### src/rtl/cfglut5_loader.sv
`default_nettype none
// ============================================================================
// Module      : cfglut5_loader
// Description : Serial configuration loader for a cascade of NUM_LUTS CFGLUT5
//               cells. Accepts a W-bit truth-table image over valid/ready,
//               shifts it MSB-first into the chain via CE/CDI for exactly W
//               enabled cycles, and captures the displaced old chain contents
//               from the last cell's CDO for readback.
// Ports       :
//   CLK       - clock (rising edge; also clocks the CFGLUT5 chain)
//   RST       - synchronous active-high reset
//   IN_VALID  - new image available
//   IN_READY  - loader can accept an image (IDLE)
//   IN_DATA   - image; bits [32k+31:32k] become the INIT of LUT k
//   HOLD      - pause shifting while high
//   CE        - chain clock enable
//   CDI       - serial data into LUT 0
//   CDO       - serial data out of LUT NUM_LUTS-1
//   BUSY      - high in SHIFT and DONE
//   DONE      - one-cycle completion pulse
//   OLD_DATA  - previous chain image, same mapping as IN_DATA
// Revision    : 1.0 - initial release
// ============================================================================
module cfglut5_loader #(
  parameter int NUM_LUTS = 1
) (
  input  logic                    CLK,
  input  logic                    RST,
  input  logic                    IN_VALID,
  output logic                    IN_READY,
  input  logic [32*NUM_LUTS-1:0]  IN_DATA,
  input  logic                    HOLD,
  output logic                    CE,
  output logic                    CDI,
  input  logic                    CDO,
  output logic                    BUSY,
  output logic                    DONE,
  output logic [32*NUM_LUTS-1:0]  OLD_DATA
);

  localparam int W     = 32 * NUM_LUTS;
  localparam int CNT_W = $clog2(W + 1);
  localparam logic [CNT_W-1:0] CNT_LOAD = CNT_W'(W);
  localparam logic [CNT_W-1:0] CNT_LAST = CNT_W'(1);

  if ((NUM_LUTS < 1) || (NUM_LUTS > 8)) begin : g_bad_num_luts
    $error("cfglut5_loader: NUM_LUTS must be in 1..8");
  end

  typedef enum logic [1:0] {
    S_IDLE  = 2'd0,
    S_SHIFT = 2'd1,
    S_DONE  = 2'd2
  } state_t;

  state_t             state_q;
  logic [W-1:0]       shreg_q;
  logic [W-1:0]       old_q;
  logic [CNT_W-1:0]   cnt_q;

  always_ff @(posedge CLK) begin
    if (RST) begin
      state_q <= S_IDLE;
      shreg_q <= '0;
      old_q   <= '0;
      cnt_q   <= '0;
    end else begin
      case (state_q)
        S_IDLE: begin
          if (IN_VALID) begin
            shreg_q <= IN_DATA;
            cnt_q   <= CNT_LOAD;
            old_q   <= '0;
            state_q <= S_SHIFT;
          end
        end
        S_SHIFT: begin
          // The chain shifts on this same edge (CE=!HOLD), so CDO still shows
          // the pre-shift top bit of the last cell: capture it now.
          if (!HOLD) begin
            shreg_q <= {shreg_q[W-2:0], 1'b0};
            old_q   <= {old_q[W-2:0], CDO};
            cnt_q   <= cnt_q - 1'b1;
            if (cnt_q == CNT_LAST) begin
              state_q <= S_DONE;
            end
          end
        end
        S_DONE: begin
          state_q <= S_IDLE;
        end
        default: begin
          state_q <= S_IDLE;
        end
      endcase
    end
  end

  // All outputs decode the state register; only CE also looks at HOLD so a
  // paused cycle never advances the chain.
  assign IN_READY = (state_q == S_IDLE);
  assign BUSY     = (state_q == S_SHIFT) || (state_q == S_DONE);
  assign DONE     = (state_q == S_DONE);
  assign CE       = (state_q == S_SHIFT) && !HOLD;
  assign CDI      = (state_q == S_SHIFT) && shreg_q[W-1];
  assign OLD_DATA = old_q;

endmodule
`default_nettype wire

### config.mk
export PLATFORM = sky130hd
export DESIGN_NAME = cfglut5_loader
export DESIGN_NICKNAME = d
export VERILOG_FILES = /design/src/rtl/cfglut5_loader.sv
export SDC_FILE = /design/constraint.sdc
export NUM_CORES = 1
export LEC_CHECK = 0
export CAP_MARGIN = 10
export CORE_ASPECT_RATIO = 0.8
export CORE_MARGIN = 5
export CORE_UTILIZATION = 45
export DETAILED_ROUTE_END_ITERATION = 8
export GPL_TIMING_DRIVEN = 0
export PLACE_DENSITY = 0.76
export SLEW_MARGIN = 20
export SYNTH_ARGS = -nofsm -noshare
export SYNTH_HDL_FRONTEND = slang
export SYNTH_SLANG_ARGS = --single-unit
export TNS_END_PERCENT = 20
### constraint.sdc
create_clock -name CLK -period 1.7 [get_ports CLK]
set_input_delay 0.17 -clock CLK [delete_from_list [all_inputs] [get_ports CLK]]
set_output_delay 0.17 -clock CLK [all_outputs]
set_load 0.02 [all_outputs]
==> results of run 1 <==
[cell families after synthesis]
family,synth area share
xor gates and xnor gates,0.00840
adders and majority gates,0.0240
muxes,0.0992
AOI/OAI and AO/OA,0.230
buffers and inverters,0.0492
DFF,0.461
and+or+nand+nor,0.128
[layout by cell type (no fill, tap or decap), drive strengths merged]
cell / count
ha: 6
a22oi: 32
nor4: 2
and2: 1
nor2b: 3
o21ba: 1
a21o: 1
clkbuf: 16
clkinvlp: 3
nor2: 71
o21ai: 2
mux2i: 31
clkdlybuf4s50: 67
bufinv: 1
a21oi: 2
dlygate4sd2: 3
dfxtp: 72
nor3: 5
buf: 29
a211oi: 32
o22ai: 1
o21a: 1
clkdlybuf4s15: 1
inv: 6
and4: 1
nand2b: 4
nand3b: 1
or3: 1
clkinv: 2
o211ai: 2
nand2: 1
xor2: 3
o2111ai: 1
o41ai: 1
[state kept, by name, indices dropped and copies added, names as in the netlist]
signal and count:
state_q 2, OLD_DATA 32, shreg_q 32, cnt_q 6
[metrics by stage]
step	area (µm²)	cells	setup WS [ns]
after floorplan	3130	308	0.0111
after global placement	3960	467	-0.362
after detailed placement	3960	467	-0.394
after CTS	4230	484	-0.0442
after global routing	4390	493	-0.0234
final	4390	493	0.0383
[critical path, cell delays in order (launching register included)]
cell and delay (ns):
dfxtp_2 0.36, inv_4 0.06, ha_4 0.17, buf_12 0.14, nor2b_4 0.12, buf_6 0.13, o21ai_4 0.06, buf_12 0.14
buf_4 0.15, a22oi_1 0.15, nor2_1 0.06
[per-layer routing]
metal | part of all wire | track usage | wire length [µm]
met5 | 0 | 0 | 0
met4 | 0.0091 | 0.0541 | 69
met3 | 0.082 | 0.0764 | 618
met2 | 0.45 | 0.255 | 3370
met1 | 0.46 | 0.223 | 3480
[power by group]
part	switching [mW]	total (mW)	internal, mW
sequential	0.228	2.32	2.09
clock	0.660	1.34	0.677
combinational	1.65	3.14	1.49
[final timing paths]
kind,from,to,slack [ns],cells after the start
setup reg to reg,state_q[1],OLD_DATA[28],0.04,10
hold / removal,RST,state_q[0],0.20,2
hold reg to reg,shreg_q[0],shreg_q[0],0.46,2
setup / recovery,state_q[1],OLD_DATA[28],0.04,10
[repair_timing]
| action | 4_1_cts | 5_1_grt |
|---|---|---|
| endpoints found under the hold margin | 0 | 0 |
| setup buffers | 1 | 6 |
| pin swaps | 0 | 1 |
| hold buffers | 0 | 0 |
| setup endpoints to repair | 68 | 67 |
| gates resized for setup | 29 | 25 |
| gates cloned | 0 | 3 |
[layout make-up]
type,count,area (µm²),share of cell area
Multi-Input combinational cell,206,1630,0.371
Sequential cell,72,1440,0.328
Tap cell,87,109,0.0248
Clock inverter,7,71.3,0.0162
Inverter,5,23.8,0.00541
Buffer,25,188,0.0427
Clock buffer,9,124,0.0282
Timing Repair Buffer,82,806,0.183
==> flow_summary.toml, run 1 <==
[place]
dp_hpwl_um = 5100
place_congestion = 0.758
io_buffer_count = 72

[sta]
fmax_mhz = 602
period_share = 0.977
post-route-min-period_ns = 1.66
rsz0062_at_grt = "yes"
final_hold_viol_count = 0
timing.hold.ws_ns = 0.195
fin_setup_tns_ns = 0
skew_ns = 0.00708
slew_headroom = 0.529
slew_viol_final = 0
finalSetupViolCount = 0
tightestPinTransition_ns = 0.707

[yosys]
synthTopCellsByArea = "dfxtp_1 (46%), a211oi_2 (12%), mux2i_1 (9.9%)"
syn_nets = 351
ys_seq_elements = 72
synthArstFlopShare = 0
syn_inst = 308
yosys-top-cells-count = "dfxtp_1 (72), nor2_1 (71), a22oi_1 (32)"
synth_edf_count = 0
synth.distinct_cells = 36
yosysTopAreaCellShare = 0.461
syn_area_per_cell_um2 = 10.2
synth-seq-area-share = 0.461
synth.most_common_cell = "dfxtp_1"
syn_area_um2 = 3130
synth-main-ff-cell = "dfxtp_1"
ys_warn_count = 0
synth_area_leader_cell = "dfxtp_1"

[route]
vias = 2603
firstDrtPassIters = 4
routed_wl_um = 7540
drt_iter0_markers = 77
ant_nets = 0
wl_per_cell_um = 15.3
via_per_inst = 5.28
drc = 0

[die]
row_count = 27
io_pins = 74
start_util = 0.458
fp.dieW_um = 103
die-area_um2 = 8730
die-height_um = 84.6
coreArea_um2 = 6820

[grt]
grt_pass1_wl_um = 12100
grt_antenna_before_repair = 0
gr-usage-all-layers = 0.172
grt_start_max_net_pins = 14
grt_pass1_vias = 2634
grt-ovfl-total = 0

[finish]
drive_gt1_frac = 0.249
nets = 444
fill_cells = 567
antenna_cells = 0
utilization = 0.644
area_growth_syn_to_layout_pct = 40.5

[pwr]
worst_ir_drop_vdd_v = 0.000637
p_per_area_nw_per_um2 = 1550
leakage_nw = 1.59
totalPowerFinal_mw = 6.80

[run]
maxCapViolCount = 0

[setup_path]
startpoint_type = "flip-flop"
required_ns = 1.93
worst_ep_arrival_time_ns = 1.89
critPathCaptureType = "flip-flop"
worstPathMaxFanout = 9
crit_type = "flip-flop to flip-flop"

[hold_path]
hold_path.class = "primary input to flip-flop"

[clocking]
insertion_delay_ns = 0.35
root_buffer = "clkbuf_8"
cts.sinks = 72
cts_buffers = 9
clk_pin_slew_worst_paths_ns = 0.08
cts_tree = "done"
htree_num_levels = 3
clk_path_buf_depth = 2

[run_status]
status = "finished, final reports clean"
Note: power is estimated with default switching activity, not from simulation.
==> inputs of run 2 (changes only) <==
CAP_MARGIN = unset   (was 10)
SETUP_SLACK_MARGIN = 0.3   (was unset)
==> run 2 against run 1 <==
Effect of this change:
- worst hold slack worse by 0.025 ns
- maximum frequency is 0.89% higher
- clock power is 22% higher
- largest cell class unchanged
- critical endpoint is now OLD_DATA[5]
- routed wire length is 4.4% higher
- utilization is 6.1 points higher
- register-to-register slack hardly changed
==> flow_summary.toml, run 2 (same netlist as run 1, synthesis figures left out) <==
[die]
coreArea_um2 = 6820
die-height_um = 84.6
io_pins = 74
fp.dieW_um = 103
row_count = 27
start_util = 0.458
die-area_um2 = 8730

[clocking]
clk_pin_slew_worst_paths_ns = 0.07
cts_buffers = 9
ctsHoldBuffers = 0
root_buffer = "clkbuf_8"
htree_num_levels = 3
clk_path_buf_depth = 2
cts.sinks = 72
cts_tree = "done"
insertion_delay_ns = 0.34

[sta]
period_share = 0.969
fin_setup_tns_ns = 0
post-route-min-period_ns = 1.65
worst_slack_ns = 0.0529
skew_ns = 0.00831
final_hold_viol_count = 0
tightestPinTransition_ns = 0.699
rsz0062_at_grt = "yes"
slew_viol_final = 0
finalSetupViolCount = 0
fmax_mhz = 607
slew_headroom = 0.534

[setup_path]
ff2ff_setup_slack_ns = 0.05
crit_path_top_delay_cell = "dfxtp_2"
r2r_start = "state_q[1]"
required_ns = 1.97
startpoint_type = "flip-flop"
worst_r2r_endpoint = "OLD_DATA[5]"
critPathCaptureType = "flip-flop"
worst_ep_arrival_time_ns = 1.92
worstPathMaxFanout = 10
rr_worst_depth = 9
max_stage_delay_ns = 0.34
worstPathCellList = "inv_4 > ha_4 > buf_12 > nor2b_4 > buf_4 > o21ai_4 > buf_6 > a22oi_1 > nor2_1"
crit_type = "flip-flop to flip-flop"

[grt]
gr-usage-all-layers = 0.184
grt_start_max_net_pins = 13
grt_pass1_wl_um = 12900
grt_pass1_vias = 2700
grt_antenna_before_repair = 0
grt-ovfl-total = 0

[route]
routed_wl_um = 7870
vias = 2671
ant_nets = 0
drt_iter0_markers = 69
drc = 0
via_per_inst = 5.28
wl_per_cell_um = 15.6
firstDrtPassIters = 4

[finish]
layout_common_cells = "dfxtp_1 (68), nor2_1 (55), clkdlybuf4s50_1 (35)"
area_growth_syn_to_layout_pct = 53.9
fill_cells = 496
seq_area_um2 = 1450
final_common_cell = "dfxtp_1"
antenna_cells = 0
multi_input_area_um2 = 1730
nets = 457
drive_gt1_frac = 0.327

[place]
dp_hpwl_um = 4870
dp_slack_ns = -0.288
place_congestion = 0.786
io_buffer_count = 72

[hold_path]
hold_path_depth = 2
min_to = "state_q[0]"
holdCritStartpoint = "RST"
hold_path.class = "primary input to flip-flop"

[pwr]
p_per_area_nw_per_um2 = 1640
worst_ir_drop_vdd_v = 0.000677
totalPowerFinal_mw = 7.88
leakage_nw = 2.33

[run]
maxCapViolCount = 0

[run_status]
status = "finished, final reports clean"
run 2: cell count changes in the layout (fill, tap and decap cells not counted), sizes merged:
| cell | before | now |
|---|---|---|
| clkbuf | 16 | 20 |
| clkinv | 2 | 3 |
| clkdlybuf4s15 | 1 | 0 |
| dlymetal6s2s | 0 | 32 |
| clkinvlp | 3 | 0 |
| dlygate4sd2 | 3 | 0 |
| bufinv | 1 | 3 |
| clkdlybuf4s50 | 67 | 35 |
| inv | 6 | 4 |
| buf | 29 | 44 |
run 2: per-stage QoR:
stage / instance area, µm² / cells / utilization / hold slack, ns
floorplan: 3170 / 308 / - / 0.333
global placement: 4000 / 467 / 0.586 / 0.440
detailed placement: 4000 / 467 / 0.586 / 0.453
CTS: 4600 / 503 / 0.674 / 0.164
global route: 4810 / 506 / 0.705 / 0.177
finish: 4810 / 506 / 0.705 / 0.170
run 2: report_power, final:
group / internal (mW) / leakage, nW / switching [mW]
Sequential: 2.10 / 0.590 / 0.279
Clock: 1.02 / 0.124 / 0.616
Combinational: 1.98 / 1.61 / 1.89
run 2: how the worst max path moves through the flow:
stage | startpoint | endpoint | cells after the start
after floorplan | state_q[1] | shreg_q[14] | 9
after global placement | state_q[1] | CDI | 6
after detailed placement | state_q[1] | CDI | 6
after CTS | state_q[1] | shreg_q[25] | 9
after global routing | state_q[1] | shreg_q[31] | 10
final | state_q[1] | OLD_DATA[5] | 9
run 2: metal layers:
metal / track usage / up-vias / share of wire
li1: - / 1320 / -
met1: 0.249 / 1274 / 0.45
met2: 0.278 / 75 / 0.47
met3: 0.0706 / 2 / 0.075
met4: 0.0376 / 0 / 0.0015
met5: 0 / - / 0
run 2: cell type report:
type | instances | share of cell area
Multi-Input combinational cell | 206 | 0.358
Sequential cell | 72 | 0.300
Timing Repair Buffer | 95 | 0.213
Buffer | 25 | 0.0486
Clock buffer | 11 | 0.0294
Tap cell | 87 | 0.0226
Clock inverter | 5 | 0.0216
Inverter | 5 | 0.00546
run 2: critical path, delay by kind of cell, from the launching register on:
kind	cells	cell delay, ns
AO/OA/AOI/OAI	2	0.38
adder cells (fa/ha/maj)	1	0.17
buffers and inverters	4	0.53
flip-flops	1	0.34
AND/OR/NAND/NOR	2	0.16
run 2: timing repair:
| action | in CTS | in global routing |
|---|---|---|
| endpoints found under the setup margin | 105 | 108 |
| buffers inserted | 17 | 2 |
| resized for setup | 73 | 69 |
| cloned | 3 | 1 |
| pin swaps | 14 | 19 |
==> inputs of run 3 (changes only) <==
MAX_ROUTING_LAYER = met4   (was unset)
==> run 3 against run 2 <==
Effect of this change:
- via count shrank 0.97%
- combinational power grew 1%
- non-clock buffer count is the same
- clock-buffer cell count is the same
- sequential share of layout area shrank 0.34 points
- critical endpoint is now shreg_q[31]
==> flow_summary.toml, run 3 (same netlist as run 1, synthesis figures left out) <==
[setup_path]
startpoint_type = "flip-flop"
required_ns = 1.95
crit_type = "flip-flop to flip-flop"
ff2ff_setup_slack_ns = 0.04
worstPathMaxFanout = 7
path_delay_family = "buffers and inverters"
worstPathCellList = "inv_4 > ha_4 > buf_12 > nor2b_4 > o21a_1 > buf_6 > buf_6 > buf_6 > nor2_2 > a211oi_2"
critPathBufInv = 5
cp_common_cell = "buf_6"
max_stage_delay_ns = 0.35
worst_ep_arrival_time_ns = 1.91
crit_path_top_delay_cell = "dfxtp_2"
critPathCaptureType = "flip-flop"

[route]
ant_nets = 0
wl_met2_um = 3760
firstDrtPassIters = 4
vias = 2645
drc = 0
wirelength_met1_um = 3640
routed.top_layer = "met3"
routed_wl_um = 7930
via_per_inst = 5.23
wl_met3_um = 536
drt_iter0_markers = 62
wl_per_cell_um = 15.7

[pwr]
worst_ir_drop_vdd_v = 0.000675
p_per_area_nw_per_um2 = 1630
leakage_nw = 2.34

[finish]
utilization = 0.713
fill_cells = 489
final_cells = 506
finalInstanceArea_um2 = 4870
nets = 457
area_growth_syn_to_layout_pct = 55.7
final_common_cell = "dfxtp_1"
drive_gt1_frac = 0.351
antenna_cells = 0
layout_common_cells = "dfxtp_1 (68), nor2_1 (56), clkdlybuf4s50_1 (35)"

[clocking]
clk_pin_slew_worst_paths_ns = 0.07
root_buffer = "clkbuf_8"
cts.sinks = 72
cts_tree = "done"
clk_path_buf_depth = 2
ctsHoldBuffers = 0
cts_buffers = 9
insertion_delay_ns = 0.34
htree_num_levels = 3

[die]
die-area_um2 = 8730
start_util = 0.458
fp.dieW_um = 103
die-height_um = 84.6
io_pins = 74
coreArea_um2 = 6820
row_count = 27

[sta]
period_share = 0.976
slew_headroom = 0.532
post-route-min-period_ns = 1.66
fmax_mhz = 603
tightestPinTransition_ns = 0.702
slew_viol_final = 0
final_hold_viol_count = 0
timing.hold.ws_ns = 0.173
rsz0062_at_grt = "yes"
skew_ns = 0.00647
finalSetupViolCount = 0

[place]
io_buffer_count = 72
dpl_cell_area_um2 = 4000
dp_hpwl_um = 4870
place_congestion = 0.797
dp.cells = 467

[run_status]
status = "finished, final reports clean"

[grt]
grt-ovfl-total = 0
grt_start_max_net_pins = 13
grt_antenna_before_repair = 0
grt_pass1_vias = 2703
grt_pass1_wl_um = 12900
gr-usage-all-layers = 0.189

[hold_path]
hold_path.class = "primary input to flip-flop"

[run]
maxCapViolCount = 0
==> run 3: worst register-to-register path: stages, from the launching register on <==
cell	delay (ns)
dfxtp_2	0.35
inv_4	0.06
ha_4	0.17
buf_12	0.13
nor2b_4	0.12
o21a_1	0.17
buf_6	0.15
buf_6	0.14
buf_6	0.10
nor2_2	0.03
a211oi_2	0.15
==> run 3: through the flow <==
stage	setup slack [ns]	power, mW	setup TNS (ns)
finish	0.0414	7.93	0
global route	-0.0402	8.40	-0.148
CTS	0.0851	7.62	0
detailed placement	-0.288	5.08	-5.65
global placement	-0.268	4.98	-4.10
floorplan	0.170	4.50	0
==> run 3: path summary, 6_finish.rpt <==
| check | startpoint | endpoint | cells after the start |
|---|---|---|---|
| hold reg to reg | shreg_q[0] | shreg_q[0] | 2 |
| setup reg to reg | state_q[1] | shreg_q[31] | 10 |
| setup / recovery | state_q[1] | shreg_q[31] | 10 |
| hold / removal | RST | state_q[0] | 2 |
==> run 3: area by class of cell <==
cell class	instances	area [µm²]	share of cell area
Timing Repair Buffer	95	1030	0.212
Clock inverter	5	104	0.0213
Sequential cell	72	1450	0.297
Tap cell	87	109	0.0224
Buffer	25	231	0.0475
Clock buffer	11	141	0.0290
Inverter	5	26.3	0.00540
Multi-Input combinational cell	206	1780	0.365
==> run 3: power by group <==
group / internal [mW] / switching [mW]
clock network: 1.02 / 0.615
logic: 1.99 / 1.92
registers: 2.10 / 0.282
==> run 3: routing by layer <==
metal  track usage  vias to the layer above
met5             -                        -
met4        0.0376                        0
met3        0.0656                        0
met2         0.278                       65
met1         0.252                     1266
li1              -                     1314
==> run 3: timing repair <==
| item | 4_1_cts | 5_1_grt |
|---|---|---|
| gates cloned | 3 | 1 |
| resized for setup | 73 | 80 |
| setup buffers | 17 | 2 |
| endpoints found under the setup margin | 105 | 108 |
| pin swaps | 14 | 29 |
